### src/rtl/inst_fetch_unit_pkg.sv
// Shared types and defaults for the instruction fetch unit.
// Holds the fetch FSM encoding, default reset PC and step, and the buffered entry layout.
package inst_fetch_unit_pkg;

  typedef enum logic [1:0] {
    StReq,
    StWait,
    StDrop
  } fetch_state_e;

  localparam logic [31:0] DEFAULT_RESET_PC = 32'h0000_0000;
  localparam int unsigned DEFAULT_PC_STEP  = 4;

  // Entry layout for the default widths; PC occupies the upper bits.
  typedef struct packed {
    logic [31:0] pc;
    logic [31:0] data;
  } fetch_entry_t;

endpackage

### src/rtl/fetch_fifo.sv
// Parameterised synchronous FIFO with flush, occupancy count and same-cycle push/pop.
// DEPTH must be a power of two so the pointers wrap naturally.
module fetch_fifo #(
  parameter int unsigned DEPTH = 2,
  parameter int unsigned WIDTH = 64
) (
  input  logic                       clk,
  input  logic                       reset,
  input  logic                       flush,
  input  logic                       push,
  input  logic [WIDTH-1:0]           push_data,
  input  logic                       pop,
  output logic [WIDTH-1:0]           head_data,
  output logic [$clog2(DEPTH):0]     count
);

  localparam int unsigned PTR_W = $clog2(DEPTH);
  localparam int unsigned CNT_W = PTR_W + 1;
  localparam logic [CNT_W-1:0] FULL_CNT = CNT_W'(DEPTH);

  logic [WIDTH-1:0] mem_q [DEPTH];
  logic [PTR_W-1:0] wr_ptr_q, rd_ptr_q;
  logic [CNT_W-1:0] count_q;
  logic             do_push, do_pop;

  always_comb begin
    do_pop  = pop && (count_q != '0);
    do_push = push && ((count_q != FULL_CNT) || do_pop);
  end

  always_ff @(posedge clk or posedge reset) begin
    if (reset) begin
      wr_ptr_q <= '0;
      rd_ptr_q <= '0;
      count_q  <= '0;
      for (int unsigned i = 0; i < DEPTH; i++) begin
        mem_q[i] <= '0;
      end
    end else if (flush) begin
      wr_ptr_q <= '0;
      rd_ptr_q <= '0;
      count_q  <= '0;
    end else begin
      if (do_push) begin
        mem_q[wr_ptr_q] <= push_data;
        wr_ptr_q        <= wr_ptr_q + 1'b1;
      end
      if (do_pop) begin
        rd_ptr_q <= rd_ptr_q + 1'b1;
      end
      count_q <= count_q + CNT_W'(do_push) - CNT_W'(do_pop);
    end
  end

  assign head_data = mem_q[rd_ptr_q];
  assign count     = count_q;

endmodule

### src/rtl/inst_fetch_unit.sv
// Instruction fetch unit: owns the fetch PC, issues one sequential read at a time and
// buffers PC-tagged instructions for decode; redirects flush buffered and in-flight fetches.
module inst_fetch_unit
  import inst_fetch_unit_pkg::*;
#(
  parameter int unsigned       ADDR_W   = 32,
  parameter int unsigned       DATA_W   = 32,
  parameter logic [ADDR_W-1:0] RESET_PC = ADDR_W'(DEFAULT_RESET_PC),
  parameter int unsigned       PC_STEP  = DEFAULT_PC_STEP,
  parameter int unsigned       DEPTH    = 2
) (
  input  logic              clk,
  input  logic              reset,
  input  logic              redirect_valid,
  input  logic [ADDR_W-1:0] redirect_pc,
  output logic              mem_req_valid,
  input  logic              mem_req_ready,
  output logic [ADDR_W-1:0] mem_req_addr,
  input  logic              mem_rsp_valid,
  input  logic [DATA_W-1:0] mem_rsp_data,
  output logic              inst_valid,
  input  logic              inst_ready,
  output logic [DATA_W-1:0] inst_data,
  output logic [ADDR_W-1:0] inst_pc,
  output logic              busy
);

  localparam int unsigned      CNT_W     = $clog2(DEPTH) + 1;
  localparam logic [CNT_W-1:0] DEPTH_CNT = CNT_W'(DEPTH);

  typedef struct packed {
    logic [ADDR_W-1:0] pc;
    logic [DATA_W-1:0] data;
  } entry_t;

  fetch_state_e      state_q, state_d;
  logic [ADDR_W-1:0] fetch_pc_q, req_pc_q;
  logic              req_valid_q;
  logic              req_fire, push, pop;
  logic [CNT_W-1:0]  fifo_count, cnt_next;
  entry_t            push_entry, head_entry;

  always_comb begin
    req_fire        = req_valid_q && mem_req_ready;
    push            = (state_q == StWait) && mem_rsp_valid && !redirect_valid;
    pop             = inst_valid && inst_ready;
    push_entry.pc   = req_pc_q;
    push_entry.data = mem_rsp_data;
    // A push always fits: space was checked when its request was issued.
    cnt_next = redirect_valid ? '0 : fifo_count + CNT_W'(push) - CNT_W'(pop);

    state_d = state_q;
    unique case (state_q)
      StReq:   if (req_fire) state_d = redirect_valid ? StDrop : StWait;
      StWait: begin
        if (mem_rsp_valid)       state_d = StReq;
        else if (redirect_valid) state_d = StDrop;
      end
      StDrop:  if (mem_rsp_valid) state_d = StReq;
      default: state_d = StReq;
    endcase
  end

  always_ff @(posedge clk or posedge reset) begin
    if (reset) begin
      state_q     <= StReq;
      fetch_pc_q  <= RESET_PC;
      req_pc_q    <= '0;
      req_valid_q <= 1'b0;
    end else begin
      state_q     <= state_d;
      req_valid_q <= (state_d == StReq) && (cnt_next < DEPTH_CNT);
      if (redirect_valid) begin
        fetch_pc_q <= redirect_pc;
      end else if (req_fire) begin
        fetch_pc_q <= fetch_pc_q + ADDR_W'(PC_STEP);
      end
      if (req_fire) begin
        req_pc_q <= fetch_pc_q;
      end
    end
  end

  fetch_fifo #(
    .DEPTH (DEPTH),
    .WIDTH (ADDR_W + DATA_W)
  ) u_fifo (
    .clk       (clk),
    .reset     (reset),
    .flush     (redirect_valid),
    .push      (push),
    .push_data (push_entry),
    .pop       (pop),
    .head_data (head_entry),
    .count     (fifo_count)
  );

  assign mem_req_valid = req_valid_q;
  assign mem_req_addr  = fetch_pc_q;
  assign inst_valid    = (fifo_count != '0);
  assign inst_pc       = head_entry.pc;
  assign inst_data     = head_entry.data;
  assign busy          = (state_q != StReq);

  // Memory must never answer when no request is owed.
  rsp_in_req: assert property (@(posedge clk) disable iff (reset)
    !(mem_rsp_valid && (state_q == StReq)));

endmodule

### config.mk
export PLATFORM = sky130hd
export DESIGN_NAME = inst_fetch_unit
export DESIGN_NICKNAME = d
export VERILOG_FILES = /design/src/rtl/inst_fetch_unit_pkg.sv /design/src/rtl/fetch_fifo.sv /design/src/rtl/inst_fetch_unit.sv
export SDC_FILE = /design/constraint.sdc
export NUM_CORES = 1
export LEC_CHECK = 0
export CORE_ASPECT_RATIO = 1.25
export CORE_MARGIN = 4
export CORE_UTILIZATION = 38
export DETAILED_ROUTE_END_ITERATION = 8
export GPL_TIMING_DRIVEN = 1
export MAX_ROUTING_LAYER = met4
export PLACE_DENSITY = 0.64
export SYNTH_ARGS = -nofsm -noshare
export SYNTH_HDL_FRONTEND = slang
export SYNTH_SLANG_ARGS = --single-unit
### constraint.sdc
create_clock -name clk -period 16.9 [get_ports clk]
set_input_delay 5.07 -clock clk [delete_from_list [all_inputs] [get_ports clk]]
set_output_delay 5.07 -clock clk [all_outputs]
set_load 0.1 [all_outputs]
==> run summary <==
commonest non-fill, non-tap cells in the layout -> dfrtp_1 (198), clkdlybuf4s50_1 (167), mux2_2 (147)
Die H -> 179 um
post-synthesis area per instance -> 13.6 um^2
Num CTS Buffers -> 17
post-synthesis sequential area ratio -> 56.3%
Crit Path Category -> flip-flop to output port
Worst VDD drop -> 0.106 mV
leak pwr -> 5.04 nW
Post-DRT Antenna Nets -> 0
Die Area -> 0.0258 mm^2
maximum buffer depth of the clock tree -> 2
Worst Max-Slew Pin Slew -> 1.05 ns
1st-iter DRT viols -> 228
worst path cell trace -> mux2_2, clkdlybuf4s50_1
clock period minus worst slack -> 8.08 ns
DRC -> 0
global placement routability congestion -> 0.782
max incr delay on CP -> 1.16 ns
die width -> 144 um
Final Non-Filler Cells -> 1,108
CTS Hold Buffers Added -> 0
Clock Skew -> 0.00892 ns
commonest non-fill, non-tap cell in the layout -> dfrtp_1
CTS tree -> done
R2R Setup Slk -> 14.40 ns
Core Box Area -> 0.0230 mm^2
count of final max-slew check failures -> 0
placed inst area -> 0.0108 mm^2
H-tree levels -> 4
# nets final -> 879
Main synth FF type -> dfrtp_1
# resized after CTS -> 0
Final Hold Violating Endpoints -> 0
library cells used by synthesis -> 42
Ys Warns -> 0
Top Ports -> 169
post-synth top area share -> 56.3%
Routed WL -> 19,800 um
Final TNS setup -> 0 ns
RSZ-0062 raised after global routing -> no
Final Core Density -> 49.4%
GRT Total Usage -> 16.2%
synthesis-to-layout area growth -> 28.3%
initial antenna violation count -> 0
Post-synth EDFFs -> 0
Startpoint Class -> flip-flop
pwr dens -> 207 mW/mm^2
Slew HR -> 29.8%
CP max-delay cell -> clkdlybuf4s50_1
Worst setup EP type -> output port
status -> finished, final reports clean
Skew-Pair Late Insertion Delay -> 0.42 ns
arrival time worst endpoint -> 3.01 ns
clock slew at reported path FFs -> 0.07 ns
I/O Buffers -> 168
dpl cells -> 1,075
post-synthesis instance total -> 650
DP Wirelength -> 13,100 um
post-synthesis net count -> 723
CP max FO -> 65
first-pass GRT wire length -> 31,500 um
fin crit share -> 47.8%
required time worst endpoint -> 11.83 ns
Starting Density -> 38.5%
vias in the first global route -> 5,736
root buf cell -> clkbuf_16
DR vias -> 5,496
largest net degree at the start of global routing -> 127
vias per cell -> 4.96
Design Area, Final -> 0.0113 mm^2
FP Rows -> 62
maxcap violations -> 0
# Post-CTS Setup Buffers -> 0
endpoints failing setup -> 0
Post-Syn Area -> 0.00884 mm^2
total grt overflow -> 0
fmax -> 0.124 GHz
area leader, netlist -> dfrtp_1
share of cells above drive strength 1 -> 24.8%
Synth async-reset ratio -> 100%
CTS sink cnt -> 199
hold crit path type -> flip-flop to flip-flop
Area contributors post-synth -> dfrtp_1 (56%), mux2_2 (19%), mux2_1 (9.7%), nand2_1 (1.9%), xnor2_1 (1.6%)
WL/cell -> 17.9 um
DRT Pass-1 Iters -> 4
Yosys reg bits -> 199
==> metal layers <==
layer  up-vias  global-route usage, %  share of wire [%]
li1       2600                      -                  -
met2       118                   26.0                 49
met1      2758                   21.1                 46
met4         0                   3.93                1.6
met3        20                   3.38                3.7
met5         -                      -                  0
==> cells in the mapped netlist (all sizes together) (7+ instances only) <==
cell      n
clkbuf   16
nand4     9
nor2     14
o21ai    33
dfrtp   199
mux2    223
nand3    12
nand2    45
buf      18
nor3      7
xor2     16
xnor2    16
inv       8
==> registers in the layout, indices dropped and copies added (netlist names) <==
| name | flops |
|---|---|
| u_fifo.rd_ptr_q | 1 |
| mem_req_valid | 1 |
| state_q | 2 |
| u_fifo.count | 2 |
| mem_req_addr | 32 |
| req_pc_q | 32 |
| u_fifo.mem_q | 128 |
| u_fifo.wr_ptr_q | 1 |
==> critical path: cells and delay by family, from the launching register on <==
family                 cells  cell delay (ns)
flip-flops                 1             1.06
buffers and inverters      1             1.16
multiplexers               1             0.31
==> per-stage QoR <==
step / hold WS, ns / setup slack (ns) / total power, W
global route: 0.498 / 8.72 / 0.00245
CTS: 0.490 / 8.76 / 0.00238
floorplan: 0.454 / 6.40 / 0.00169
finish: 0.483 / 8.82 / 0.00235
global placement: 0.464 / 9.19 / 0.00196
detailed placement: 0.472 / 9.13 / 0.00197
==> final timing paths <==
kind                                            endpoint  cells past startpoint                     startpoint
min reg2reg                u_fifo.mem_q[109]$_DFFE_PP0P_                      1  u_fifo.mem_q[109]$_DFFE_PP0P_
min in group asynchronous   u_fifo.mem_q[73]$_DFFE_PP0P_                      2                          reset
max reg2reg                u_fifo.mem_q[119]$_DFFE_PP0P_                      6           state_q[1]$_DFF_PP0_
min                        u_fifo.mem_q[109]$_DFFE_PP0P_                      1  u_fifo.mem_q[109]$_DFFE_PP0P_
max in group asynchronous    u_fifo.rd_ptr_q$_DFFE_PP0P_                      3                          reset
max                                          inst_pc[28]                      2    u_fifo.rd_ptr_q$_DFFE_PP0P_
==> where the power goes <==
group / switching [W] / internal, W / leakage [nW]
Combinational: 0.000873 / 0.000351 / 2.20
Clock: 0.000189 / 0.000212 / 0.283
Sequential: 0.000108 / 0.000615 / 2.56
==> final cells by class <==
class | count | area, um^2
multi-input combinational | 409 | 3680
clock inverter | 14 | 146
inverter | 8 | 37.5
tap | 288 | 360
timing repair buffer | 171 | 1700
clock buffer | 18 | 439
sequential | 199 | 4980
antenna | 1 | 2.50
fill | 2045 | 11600
==> logic make-up (layout without fill, tap and decap cells) <==
kind of cell	count (synthesis)	in the layout	share of synthesized area [%]
flip-flops	199	199	56.3
adder cells (fa/ha/maj)	3	3	0.425
AO/OA/AOI/OAI	41	41	2.51
XOR/XNOR	32	32	3.17
AND/OR/NAND/NOR	109	109	6.88
buffers and inverters	42	211	2.18
other	0	1	0
multiplexers	224	224	28.5
Note: power is estimated with default switching activity, not from simulation.
